==> src/rtl/xts_tweak_engine.sv <==
// XTS whitening stage around the Serpent core: pre/post-XOR with tweak T,
// advancing T by alpha in GF(2^128) after each block of a sector.
module xts_tweak_engine #(
  parameter int MAX_BLKS    = 32,
  parameter int CNT_W       = 6,
  parameter int TIMEOUT_CYC = 1023
) (
  input  logic             i_clk,
  input  logic             i_rst,
  input  logic             i_sector_start,
  input  logic [127:0]     i_tweak,
  input  logic             i_blk_valid,
  output logic             o_blk_ready,
  input  logic [127:0]     i_blk_data,
  input  logic             i_blk_last,
  output logic             o_core_start,
  output logic [127:0]     o_core_data,
  input  logic [127:0]     i_core_data,
  input  logic             i_core_valid,
  output logic             o_out_valid,
  input  logic             i_out_ready,
  output logic [127:0]     o_out_data,
  output logic             o_out_last,
  output logic             o_busy,
  output logic [CNT_W-1:0] o_blk_count,
  output logic             o_err
);

  localparam int TMO_W = $clog2(TIMEOUT_CYC + 1);
  // Counter is cleared in CORE_START, so this limit places o_err exactly
  // TIMEOUT_CYC cycles after the start pulse.
  localparam logic [TMO_W-1:0] TMO_LIM  = TMO_W'(TIMEOUT_CYC - 2);
  localparam logic [CNT_W-1:0] LAST_IDX = CNT_W'(MAX_BLKS - 1);

  typedef enum logic [2:0] {
    S_IDLE       = 3'd0,
    S_WAIT_BLK   = 3'd1,
    S_CORE_START = 3'd2,
    S_CORE_WAIT  = 3'd3,
    S_OUT_HOLD   = 3'd4
  } state_t;

  function automatic logic [127:0] gf_mul_alpha(input logic [127:0] t);
    gf_mul_alpha = {t[126:0], 1'b0} ^ (t[127] ? 128'h87 : 128'h0);
  endfunction

  state_t           state_q, state_d;
  logic [127:0]     tweak_q, tweak_d;
  logic [127:0]     core_data_q, core_data_d;
  logic [127:0]     out_data_q, out_data_d;
  logic             out_valid_q, out_valid_d;
  logic             out_last_q, out_last_d;
  logic             last_q, last_d;
  logic             core_start_q, core_start_d;
  logic             busy_q, busy_d;
  logic             err_q, err_d;
  logic [CNT_W-1:0] cnt_q, cnt_d;
  logic [TMO_W-1:0] tmo_q, tmo_d;

  // Next-state and datapath decode for the whitening sequencer
  always_comb begin
    state_d     = state_q;
    tweak_d     = tweak_q;
    core_data_d = core_data_q;
    out_data_d  = out_data_q;
    out_valid_d = out_valid_q;
    out_last_d  = out_last_q;
    last_d      = last_q;
    cnt_d       = cnt_q;
    tmo_d       = tmo_q;
    err_d       = 1'b0;
    case (state_q)
      S_IDLE: begin
        if (i_sector_start) begin
          tweak_d = i_tweak;
          cnt_d   = {CNT_W{1'b0}};
          state_d = S_WAIT_BLK;
        end else begin
          state_d = S_IDLE;
        end
      end
      S_WAIT_BLK: begin
        if (i_blk_valid) begin
          core_data_d = i_blk_data ^ tweak_q;
          last_d      = i_blk_last | (cnt_q == LAST_IDX);
          state_d     = S_CORE_START;
        end else begin
          state_d = S_WAIT_BLK;
        end
      end
      S_CORE_START: begin
        tmo_d   = {TMO_W{1'b0}};
        state_d = S_CORE_WAIT;
      end
      S_CORE_WAIT: begin
        if (i_core_valid) begin
          out_data_d  = i_core_data ^ tweak_q;
          out_valid_d = 1'b1;
          out_last_d  = last_q;
          tweak_d     = gf_mul_alpha(tweak_q);
          cnt_d       = cnt_q + CNT_W'(1);
          state_d     = S_OUT_HOLD;
        end else if (tmo_q == TMO_LIM) begin
          err_d   = 1'b1;
          state_d = S_IDLE;
        end else begin
          tmo_d = tmo_q + TMO_W'(1);
        end
      end
      S_OUT_HOLD: begin
        if (i_out_ready) begin
          out_valid_d = 1'b0;
          out_last_d  = 1'b0;
          state_d     = last_q ? S_IDLE : S_WAIT_BLK;
        end else begin
          state_d = S_OUT_HOLD;
        end
      end
      default: begin
        state_d = S_IDLE;
      end
    endcase
    core_start_d = (state_d == S_CORE_START);
    busy_d       = (state_d != S_IDLE);
  end

  // State, tweak and output registers
  always_ff @(posedge i_clk or posedge i_rst) begin
    if (i_rst) begin
      state_q      <= S_IDLE;
      tweak_q      <= 128'h0;
      core_data_q  <= 128'h0;
      out_data_q   <= 128'h0;
      out_valid_q  <= 1'b0;
      out_last_q   <= 1'b0;
      last_q       <= 1'b0;
      core_start_q <= 1'b0;
      busy_q       <= 1'b0;
      err_q        <= 1'b0;
      cnt_q        <= {CNT_W{1'b0}};
      tmo_q        <= {TMO_W{1'b0}};
    end else begin
      state_q      <= state_d;
      tweak_q      <= tweak_d;
      core_data_q  <= core_data_d;
      out_data_q   <= out_data_d;
      out_valid_q  <= out_valid_d;
      out_last_q   <= out_last_d;
      last_q       <= last_d;
      core_start_q <= core_start_d;
      busy_q       <= busy_d;
      err_q        <= err_d;
      cnt_q        <= cnt_d;
      tmo_q        <= tmo_d;
    end
  end

  assign o_blk_ready  = (state_q == S_WAIT_BLK);
  assign o_core_start = core_start_q;
  assign o_core_data  = core_data_q;
  assign o_out_valid  = out_valid_q;
  assign o_out_data   = out_data_q;
  assign o_out_last   = out_last_q;
  assign o_busy       = busy_q;
  assign o_blk_count  = cnt_q;
  assign o_err        = err_q;

endmodule

==> config.mk <==
export PLATFORM = sky130hd
export DESIGN_NAME = xts_tweak_engine
export DESIGN_NICKNAME = d
export VERILOG_FILES = /design/src/rtl/xts_tweak_engine.sv
export SDC_FILE = /design/constraint.sdc
export NUM_CORES = 1
export LEC_CHECK = 0
export BUFFER_PORTS_ARGS = -buffer_cell sky130_fd_sc_hd__buf_2
export CAP_MARGIN = 20
export CORE_AREA = 2 2 258 260
export CTS_BUF_LIST = sky130_fd_sc_hd__clkbuf_4 sky130_fd_sc_hd__clkbuf_8
export DETAILED_ROUTE_END_ITERATION = 10
export DIE_AREA = 0 0 260 262
export GPL_TIMING_DRIVEN = 0
export PLACE_DENSITY = 0.6
export RECOVER_POWER = 100
export SLEW_MARGIN = 25
export SYNTH_ARGS = -nofsm -noshare
export SYNTH_HDL_FRONTEND = slang
export SYNTH_SLANG_ARGS = --single-unit
==> constraint.sdc <==
create_clock -name i_clk -period 25.2 [get_ports i_clk]
set_input_delay 5.04 -clock i_clk [delete_from_list [all_inputs] [get_ports i_clk]]
set_output_delay 5.04 -clock i_clk [all_outputs]
set_load 0.01 [all_outputs]
==> run metrics <==
pin count of the biggest net entering global routing=94; peak clock frequency supported by timing=~74 MHz; area fraction of the dominant cell type after synthesis=54.87%; data arrival time of the worst path=13.48 ns; status=complete, but fails checks; number of violations reported at the end of detailed-routing iteration 0=~900; relative slew slack=-238.0%; DR pass1 iterations=5; worst min-delay path category=reg2reg; Port-buffer cells=~660; area of the die=between 60000 and 70000 sq um; mean instance size in the synthesized netlist=10.56 sq um; count of endpoints failing hold in the final timing report=0; first-pass GRT wire length=~100000 um; growth of design area from synthesis to finish=29.38%; setup slack of the critical path after layout=11.62 ns; wire length per cell after detailed routing=20.34 um; antenna violations before repair=14; internal power component=~1800 uW; via density per instance=approximately 4.6; sum of negative setup slack=0 ns; effective utilization at floorplan=roughly 29%; vias in the first global route=roughly 16000; crit share post-route=between 50% and 60%; post-CTS setup repair buffer count=0; share of synthesized flip-flops with an asynchronous set or reset=100.0%; synthesized net count=~2200; share of synthesized area occupied by flip-flops and latches=between 50% and 60%; number of synthesized register bits=between 400 and 500; max_cap viols=5; Post-Layout Cell Count=around 3400; vias after detailed routing=around 16000; Root Driver=sky130_fd_sc_hd__clkbuf_8; antenna viol nets, final=0; worst voltage drop across the vdd grid=between 50 and 60 uV; Syn. warnings=0; floorplan row count=94; critical path type=in2async; pin slew with the least headroom to its limit=roughly 5 ns; Nets=2900; most common cell in the synthesized netlist=sky130_fd_sc_hd__dfrtp_1; Sequential Power Share=approximately two fifths; crit path max-delay cell type=sky130_fd_sc_hd__clkbuf_1; unrepaired setup endpoints after global routing=no; final clock skew=0.04103 ns; Pins Over Slew Limit=between 300 and 400; cell taking the most area after synthesis=sky130_fd_sc_hd__dfrtp_1; failing checks=capacitance limit, slew limit; Power Dens Cells=between 100 and 150 nW/um^2; estimated wirelength of the detail-placed design=approximately 53000 um; sort of element at the end of the critical path=async pin; total overflow reported by the global router=0; dominant cell type by count on the critical path=sky130_fd_sc_hd__clkbuf_1; number of buffers created by CTS=76; Largest stage delay, worst path=between 3 and 4 ns; Bufs on Longest Clock Path=3; routability congestion estimate from global placement=between 0.8 and 0.9; element type at the critical path start=primary input; leak pwr=around 0.011 uW; total global routing track utilization=approximately a fifth; Clock transition at path regs=0.06 ns; share of final-layout standard cells stronger than drive strength 1=between 20% and 30%; post-synthesis cell type count=slightly below 50; most frequent cells after synthesis=sky130_fd_sc_hd__dfrtp_1, sky130_fd_sc_hd__nand2_1, sky130_fd_sc_hd__xnor2_1; number of instances in the synthesized netlist=1766; insertion delay to the later sink of the worst-skew pair=0.65 ns; TritonCTS sink count=a little over 400; die span in x=~260 um; synth top area cells=sky130_fd_sc_hd__dfrtp_1, sky130_fd_sc_hd__xnor2_1, sky130_fd_sc_hd__mux2i_1; H-tree levels=3; Final Util=about 37%; fraction of power spent switching nets=approximately two fifths; number of buffers inserted for hold repair after clock tree synthesis=0; portion of total power attributed to the clock network=approximately 22%; layout filler cell count=between 6000 and 7000; Critical Path Fanout Max=slightly above 90; detailed-route DRC error count=0; pre-CTS worst setup slack=17.48 ns; count of instances resized after the clock tree is built=0; worst-path cell chain=buf_2 > clkinvlp_2 > clkbuf_1 > clkbuf_1; CTS tree=yes; netlist area before placement=around 19000 sq um; I/O Pins=659; Core Region=between 60000 and 70000 sq um; final critical-path required period=between 10 and 15 ns; share of total power in combinational logic=between 30% and 40%; Placed Cells incl. Taps=approximately 3300; final-report setup violation count=0; total routed wirelength=roughly 70000 um; switching pwr=around 1300 uW; endpoint required time on the critical path=~25 ns; most used flip-flop cell after synthesis=sky130_fd_sc_hd__dfrtp_1; EDFF count, synth=0; vertical die dimension=about 260 um
-- power by group through the flow --
stage	logic, uW	registers [uW]	clock network, uW
floorplan	718	1260	0
global placement	1270	1250	0
detailed placement	1300	1250	0
CTS	1300	1250	700
global route	1340	1290	728
finish	1200	1250	680
-- critical path, delay by kind of cell --
kind	cells	cell delay, ns
buffers and inverters	4	8.26
-- state kept, by name, indices dropped and copies added (netlist names) --
| register | flops |
|---|---|
| o_out_last | 1 |
| o_core_start | 1 |
| o_core_data | 128 |
| state_q | 3 |
| last_q | 1 |
| o_out_data | 128 |
| tweak_q | 128 |
| o_blk_count | 6 |
| o_busy | 1 |
| o_err | 1 |
| tmo_q | 10 |
| o_out_valid | 1 |
-- cells by family after synthesis --
kind of cell	after synthesis	share of synthesized area, %
adders and majority gates	3	0.2013
xor gates and xnor gates	262	12.30
and+or+nand+nor	441	9.586
buffers and inverters	112	3.495
muxes	126	6.762
AOI/OAI and AO/OA	413	12.78
DFF	409	54.87
-- per-layer routing --
layer / global-route usage [%] / vias to the layer above / routed length (um)
met5: 0 / - / 103
met4: 7.647 / 16 / 2080
li1: - / 7394 / -
met1: 23.53 / 7579 / 27830
met2: 34.11 / 598 / 34330
met3: 5.623 / 126 / 5522
-- area by class of cell --
| type | count | area (sq um) | share of cell area, % |
|---|---|---|---|
| inverters | 6 | 23.77 | 0.09852 |
| flip-flops and latches | 409 | 10230 | 42.41 |
| diodes | 10 | 25.02 | 0.1037 |
| plain buffers | 106 | 483.0 | 2.001 |
| clock inverters | 11 | 112.6 | 0.4667 |
| repair buffers | 662 | 2997 | 12.42 |
| clock buffers | 122 | 1485 | 6.155 |
| multi-input cells | 1245 | 7689 | 31.86 |
| well taps | 864 | 1081 | 4.480 |
-- metrics by stage --
step	power, uW	area (sq um)	hold slack [ns]
finish	3128	24130	0.4738
global route	3356	24110	0.5068
CTS	3244	24740	0.4734
detailed placement	2549	23140	0.4639
global placement	2526	23030	0.4568
floorplan	1982	18650	0.4349
-- worst paths after layout --
check                             startpoint          endpoint  slack [ns]  depth (start not counted)
max in group i_clk              i_core_valid       tweak_q[80]       17.08                          9
worst max register to register    state_q[2]  o_core_data[122]       21.10                          8
worst max-delay path                   i_rst      tweak_q[118]       11.62                          4
worst min-delay path                tmo_q[6]          tmo_q[6]        0.47                          1
min in group asynchronous              i_rst   o_core_data[45]        5.34                          2
worst min register to register      tmo_q[6]          tmo_q[6]        0.47                          1
-- placed cells by master, fill, tap and decap left out, types with 3 or more instances in the layout --
cell type,synthesis,final
sky130_fd_sc_hd__buf_2,38,410
sky130_fd_sc_hd__nand2_1,267,267
sky130_fd_sc_hd__nor2_1,138,139
sky130_fd_sc_hd__clkinv_2,0,5
sky130_fd_sc_hd__buf_6,10,7
sky130_fd_sc_hd__nand4_1,5,5
sky130_fd_sc_hd__a21oi_1,65,82
sky130_fd_sc_hd__dfrtp_1,409,409
sky130_fd_sc_hd__a21oi_2,70,53
sky130_fd_sc_hd__xnor2_1,260,260
sky130_fd_sc_hd__inv_8,0,3
sky130_fd_sc_hd__mux2i_1,126,126
sky130_fd_sc_hd__inv_1,5,4
sky130_fd_sc_hd__o21ai_1,12,3
sky130_fd_sc_hd__clkbuf_8,0,91
sky130_fd_sc_hd__o21ai_0,251,260
sky130_fd_sc_hd__ha_1,3,3
sky130_fd_sc_hd__clkbuf_4,0,31
sky130_fd_sc_hd__nor3_1,5,5
sky130_fd_sc_hd__nand3_1,4,4
sky130_fd_sc_hd__diode_2,0,10
sky130_fd_sc_hd__o31ai_1,2,3
sky130_fd_sc_hd__clkbuf_1,27,347
Power figures use the tool's default switching activity.
